$ cat src/rtl/io_port_pkg.sv
// Shared constants for the memory-mapped IO port block: register addresses
// and the core data-bus width.
package io_port_pkg;

  localparam int unsigned BUS_W = 32;

  localparam logic [BUS_W-1:0] ADDR_SW   = 32'd1;
  localparam logic [BUS_W-1:0] ADDR_BTN  = 32'd2;
  localparam logic [BUS_W-1:0] ADDR_EDGE = 32'd3;
  localparam logic [BUS_W-1:0] ADDR_LED  = 32'd4;
  localparam logic [BUS_W-1:0] ADDR_MASK = 32'd5;

endpackage

$ cat src/rtl/io_debounce.sv
// Single-bit debouncer: the stable value follows the synchronised input only
// after it has differed for DEBOUNCE_CYCLES consecutive samples.
module io_debounce #(
  parameter int unsigned DEBOUNCE_CYCLES = 100000
) (
  input  logic clk,
  input  logic rst_n,
  input  logic din,
  output logic dout,
  output logic rise
);

  localparam int unsigned CNT_W = $clog2(DEBOUNCE_CYCLES + 1);
  localparam logic [CNT_W-1:0] CNT_LAST = CNT_W'(DEBOUNCE_CYCLES - 1);

  logic [CNT_W-1:0] cnt;
  logic             accept;

  // Counter saturates at CNT_LAST by toggling and clearing, so it never wraps.
  assign accept = (din != dout) && (cnt == CNT_LAST);
  assign rise   = accept & din;

  always_ff @(posedge clk or negedge rst_n) begin
    if (!rst_n) begin
      cnt  <= '0;
      dout <= 1'b0;
    end else if (din == dout) begin
      cnt <= '0;
    end else if (accept) begin
      dout <= din;
      cnt  <= '0;
    end else begin
      cnt <= cnt + 1'b1;
    end
  end

endmodule

$ cat src/rtl/io_port_ctrl.sv
// Memory-mapped switch/button/LED port with edge capture and masked irq.
// Define IO_PORT_DEBOUNCE_EN to insert a debouncer on every button bit.
module io_port_ctrl
  import io_port_pkg::*;
#(
  parameter int unsigned IN_WIDTH        = 16,
  parameter int unsigned BTN_WIDTH       = 5,
  parameter int unsigned OUT_WIDTH       = 16,
  parameter int unsigned DEBOUNCE_CYCLES = 100000
) (
  input  logic                 clk,
  input  logic                 rst_n,
  input  logic [31:0]          io_address,
  input  logic [31:0]          io_write_value,
  input  logic                 io_write_en,
  input  logic                 io_read_en,
  output logic [31:0]          io_read_value,
  input  logic [IN_WIDTH-1:0]  sw,
  input  logic [BTN_WIDTH-1:0] btn,
  output logic [OUT_WIDTH-1:0] led,
  output logic                 irq
);

  logic [IN_WIDTH-1:0]  sw_p0, sw_p1;
  logic [BTN_WIDTH-1:0] btn_p0, btn_p1;
  logic [BTN_WIDTH-1:0] btn_db, btn_rise;
  logic [BTN_WIDTH-1:0] edge_q, mask_q, edge_clr;
  logic [BUS_W-1:0]     rd_data;
  logic                 wr_edge, wr_led, wr_mask;
  logic                 unused_wdata;

  assign unused_wdata = ^io_write_value;

  // Stage p0 -> p1: two-flop synchroniser for the asynchronous pins
  always_ff @(posedge clk or negedge rst_n) begin
    if (!rst_n) begin
      sw_p0  <= '0;
      sw_p1  <= '0;
      btn_p0 <= '0;
      btn_p1 <= '0;
    end else begin
      sw_p0  <= sw;
      sw_p1  <= sw_p0;
      btn_p0 <= btn;
      btn_p1 <= btn_p0;
    end
  end

`ifdef IO_PORT_DEBOUNCE_EN
  for (genvar i = 0; i < int'(BTN_WIDTH); i++) begin : g_db
    io_debounce #(
      .DEBOUNCE_CYCLES(DEBOUNCE_CYCLES)
    ) u_db (
      .clk  (clk),
      .rst_n(rst_n),
      .din  (btn_p1[i]),
      .dout (btn_db[i]),
      .rise (btn_rise[i])
    );
  end
`else
  logic [BTN_WIDTH-1:0] btn_prev;
  logic                 unused_debounce_cfg;

  assign unused_debounce_cfg = (DEBOUNCE_CYCLES == 0);
  assign btn_db   = btn_p1;
  assign btn_rise = btn_db & ~btn_prev;

  always_ff @(posedge clk or negedge rst_n) begin
    if (!rst_n) btn_prev <= '0;
    else        btn_prev <= btn_db;
  end
`endif

  assign wr_edge  = io_write_en && (io_address == ADDR_EDGE);
  assign wr_led   = io_write_en && (io_address == ADDR_LED);
  assign wr_mask  = io_write_en && (io_address == ADDR_MASK);
  assign edge_clr = wr_edge ? io_write_value[BTN_WIDTH-1:0] : '0;

  // New rises are OR-ed in after the clear so a coincident set survives.
  always_ff @(posedge clk or negedge rst_n) begin
    if (!rst_n) begin
      edge_q <= '0;
      mask_q <= '0;
      led    <= '0;
      irq    <= 1'b0;
    end else begin
      edge_q <= (edge_q & ~edge_clr) | btn_rise;
      if (wr_mask) mask_q <= io_write_value[BTN_WIDTH-1:0];
      if (wr_led)  led    <= io_write_value[OUT_WIDTH-1:0];
      irq    <= |(edge_q & mask_q);
    end
  end

  always_comb begin
    rd_data = '0;
    case (io_address)
      ADDR_SW:   rd_data[IN_WIDTH-1:0]  = sw_p1;
      ADDR_BTN:  rd_data[BTN_WIDTH-1:0] = btn_db;
      ADDR_EDGE: rd_data[BTN_WIDTH-1:0] = edge_q;
      ADDR_LED:  rd_data[OUT_WIDTH-1:0] = led;
      ADDR_MASK: rd_data[BTN_WIDTH-1:0] = mask_q;
      default:   rd_data = '0;
    endcase
  end

  // Read data sees register state before any same-edge write lands.
  always_ff @(posedge clk or negedge rst_n) begin
    if (!rst_n)          io_read_value <= '0;
    else if (io_read_en) io_read_value <= rd_data;
  end

endmodule

$ cat config.mk
export PLATFORM = sky130hd
export DESIGN_NAME = io_port_ctrl
export DESIGN_NICKNAME = d
export VERILOG_FILES = /design/src/rtl/io_port_pkg.sv /design/src/rtl/io_debounce.sv /design/src/rtl/io_port_ctrl.sv
export SDC_FILE = /design/constraint.sdc
export NUM_CORES = 1
export LEC_CHECK = 0
export BUFFER_PORTS_ARGS = -buffer_cell sky130_fd_sc_hd__buf_2
export CORE_ASPECT_RATIO = 1.5
export CORE_MARGIN = 5
export CORE_UTILIZATION = 40
export CTS_CLUSTER_DIAMETER = 30
export DETAILED_ROUTE_END_ITERATION = 8
export GPL_TIMING_DRIVEN = 0
export PLACE_DENSITY = 0.75
export SYNTH_ARGS = -nofsm -noshare
export SYNTH_HDL_FRONTEND = slang
export SYNTH_SLANG_ARGS = --single-unit
$ cat constraint.sdc
create_clock -name clk -period 0.95 [get_ports clk]
set_input_delay 0.1425 -clock clk [delete_from_list [all_inputs] [get_ports clk]]
set_output_delay 0.1425 -clock clk [all_outputs]
set_load 0.02 [all_outputs]
# Word-level counts from Yosys, hierarchy flattened
# Cells that the tools add are included.
[totals]
regBits = 90
in_bits = 89
wordCells = 28
[op_classes]
n_eq_ne = 5
muxes = 3
n_bitwise = 6
n_reduce_logical = 4
[op_table]
columns = ["cell", "count"]
rows = [
  ["$eq 32x2->1 const B", 2],
  ["$eq 32x3->1 const B", 2],
  ["$eq 32x1->1 const B", 1],
  ["$pmux 5 s5", 1],
  ["$pmux 11 s2", 1],
  ["$and 5x5->5", 3],
  ["$not 5->5", 2],
  ["$mux 5", 1],
  ["$or 5x5->5", 1],
  ["$reduce_or 5->1", 1],
  ["$logic_and 1x1->1", 3],
]

# Depth between registers and ports, before layout
[logic_depth]
word_depth = 6
mapped_depth = 6
depth_no_buf = 4

# Worst setup path after synthesis
# OpenSTA, ideal clock, no wires.
[synth_path]
path_type = "input to register"
startpoint = "input io_address[26]"
endpoint = "register led[10]"
setup_time_ns = 0.125
arrival_ns = 1.739
t_required_ns = 0.825
setup_slack_ns = -0.914
stages = 5
n_path_buf = 1
cell_sequence = "nor4_1 -> nand4_2 -> nor4b_4 -> buf_6 -> mux2_2"
[synth_via]
elab_chain_cells = 2
[synth_lines]
columns = ["item", "line_no", "text"]
rows = [
  ["start, declared", "io_port_ctrl.sv:13", "input logic [31:0] io_address,"],
  ["$eq 32x3->1", "io_port_ctrl.sv:76", "assign wr_led = io_write_en && (io_address == ADDR_LED);"],
  ["$logic_and 1x1->1", "io_port_ctrl.sv:76", ""],
  ["end signal, assigned", "io_port_ctrl.sv:90", "if (wr_led) led <= io_write_value[OUT_WIDTH-1:0];"],
  ["end, declared", "io_port_ctrl.sv:20", "output logic [OUT_WIDTH-1:0] led,"],
]
# No other way between the ends.
# A chain may end at the register's enable or synchronous reset.

# Worst setup path in the final report
[layout_path]
startpoint = "input io_address[5]"
endpoint = "register led[0]"
# Same word-level chain as after synthesis.

==> results.toml <==
[logic_synthesis]
synth_compound_area_frac = 0.118
synthSimpleGateAreaFrac = 0.0622
ys_top_cells_by_area = "dfrtp_1 (68%), mux2_2 (7.1%), o2bb2ai_1 (5.5%)"
synth_top_family_by_area = "compound AO/OA/AOI/OAI gates"
synth_seq_cells = 90
syn_area_um2 = 3320
synthDistinctLibCells = 28
synth_mux_area_frac = 0.0863
yosys.area.top_type_share = 0.678
synth_xor_area_frac = 0
yosys.area.top_type = "dfrtp_1"
synth_warnings = 0
ys_seq_area_frac = 0.678
syn_avg_cell_area_um2 = 15.1
synthAdderAreaFrac = 0
synthCells = 220

[timing]
maxSlewViolCount = 0
hold_viol_final = 0
finalSetupViolations = 76
min_period_ns = 1.43
worst_slack_ns = -0.475
rsz0062_at_grt = "yes"
worstMarginPinSlew_ns = 0.776
clock_skew_ns = 0.00578
fin_tns_setup_ns = -19.87
fin_crit_sh = 1.50
fmaxAchievable_mhz = 702
slew_headroom = 0.483

[global_routing]
grt_max_degree = 77
grt_pass1_wl_um = 14900
grt_util_all_layers = 0.190
grt_overflow = 0
antenna_found_initial = 0
grt_pass1_vias = 2960

[placement]
dpl-instance-area_um2 = 4290
hpwl_um = 5710
dp_cells = 446
io_buffers = 105
place_congestion = 0.853
place_ws_ns = -1.53

[finish]
layout_commonest_cell = "dfrtp_1"
final_cell_count_no_fill = 533
postLayoutCellArea_um2 = 5630
fin_util = 0.699
fillers = 522
fin_nets = 513
final_cell_mix = "dfrtp_1 (90), buf_2 (65), buf_4 (60), buf_6 (46), dlygate4sd3_1 (22)"
areaGrowthSynthToFinish_pct = 69.5
n_antenna_cell = 0
layout-drive-gt1-share = 0.582

[floorplanning]
dieArea_um2 = 10300
die_w_um = 84.4
die_h_um = 122
io_pins = 138
core_um2 = 8060
rows = 40
initial_utilization = 0.412

[routing]
route.detailed.drc = 0
via_count = 2599
viasPerCell = 4.88
wl_um = 9460
drt_pass1_iterations = 4
post_drt_wl_per_cell_um = 17.8
drtAntennaViolNets = 0
drtIter0Drc = 140

[critical_path]
cp-start-kind = "input pin"
arrival_ns = 1.64
path_cells = "buf_2 > nor4_4 > nand3_2 > nor4b_4 > buf_4 > buf_8 > mux2_4"
startpoint = "io_address[5]"
ff2ff_path_depth = 4
crit_slowest_cell = "nor4_4"
r2r-start = "edge_q[0]"
crit_required_ns = 1.17
worst_path_largest_cell_delay_ns = 0.32
end_kind = "register"
path_max_fanout = 6
worstSetupPathType = "input pin to register"

[hold_path]
min-delay-start = "io_write_value[15]"
hp-class = "input pin to register"
hold_depth = 2

[clock_tree]
clk_latency_ns = 0.34
cts-root-buf = "clkbuf_16"
clkSinkCount = 90
cts_buffers = 9
cts_tree = "built"
cts_htree_levels = 3
clockBufferDepth = 2
cts.clk_slew.worst_paths_ns = 0.06

[power_and_ir_drop]
p_leak_nw = 2.70
power_density_nw_per_um2 = 1440
worst_ir_drop_vdd_uv = 1260

[outcome]
outcome = "finished with violations"
violations = "setup timing"

[job]
maxCapViolCount = 0
[kinds of logic after synthesis]
kind of cell / count (synthesis)
flops: 90
compound gates: 49
buf+inv: 30
mux: 26
simple gates: 24
other cells: 1
[through the flow]
| step | power (mW) | hold slack (ns) |
|---|---|---|
| after detailed placement | 4.55 | 0.0151 |
| after global placement | 4.52 | 0.250 |
| after floorplan | 4.24 | -0.153 |
| after global routing | 8.35 | 0.0283 |
| after CTS | 8.09 | 0.0261 |
| final | 8.08 | 0.0349 |
[Yosys cell counts (all sizes together)]
library cell / instances
mux2i: 5
nand4: 2
a222oi: 1
nand2: 1
mux2: 21
a22oi: 12
o21ai: 5
buf: 19
or3b: 1
inv: 6
dfrtp: 90
o31ai: 5
or3: 1
nand3: 6
nor4b: 4
clkbuf: 4
clkinv: 1
o2bb2ai: 21
conb: 1
nor4bb: 1
a221oi: 5
nor4: 7
nor3b: 1
[state kept, by name, summed over array words and instances, names as in the netlist]
signal / flops
irq: 1
btn_prev: 5
edge_q: 5
mask_q: 5
led: 16
btn_db: 5
btn_p0: 5
sw_p0: 16
sw_p1: 16
io_read_value: 16
[where the power goes]
part           internal, mW  total (mW)  leakage (nW)  switching [mW]
clock                  2.09        3.47         0.142            1.38
combinational         0.302       0.647          1.43           0.345
sequential             3.93        3.97          1.12          0.0354
[routing by layer]
layer,wire [um],global-route usage,vias to the layer above
met4,272,0.101,0
met3,608,0.0528,22
met2,5110,0.336,98
li1,-,-,1198
met1,3470,0.207,1281
met5,0,0,-
[path summary, 6_finish.rpt]
path                       slack [ns]                to
max in group asynchronous        0.13         sw_p1[10]
min in group asynchronous        0.21            led[1]
setup reg to reg                -0.35  io_read_value[0]
setup / recovery                -0.48            led[0]
hold reg to reg                  0.35         sw_p1[14]
hold / removal                   0.03           led[15]
[cell type report]
class / instances / area, um2 / share of cell area
repair buffers: 178 / 1430 / 0.254
well taps: 105 / 131 / 0.0233
inverters: 7 / 26.3 / 0.00467
multi-input cells: 115 / 1310 / 0.233
clock buffers: 12 / 246 / 0.0438
clock inverters: 3 / 40.0 / 0.00711
flip-flops and latches: 90 / 2250 / 0.400
plain buffers: 23 / 189 / 0.0336
[critical path: cells and delay by family]
| kind | cells | cell delay (ns) |
|---|---|---|
| simple gates | 3 | 0.75 |
| mux | 1 | 0.30 |
| buf+inv | 3 | 0.45 |
[what timing repair did]
action | CTS | global route
pin swaps | 12 | 6
hold buffers | 22 | 0
cloned | 1 | 0
setup buffers | 39 | 10
hold endpoints to repair | 35 | 0
resized for setup | 105 | 21
setup endpoints to repair | 76 | 76
Note: power is estimated with default switching activity, not from simulation.
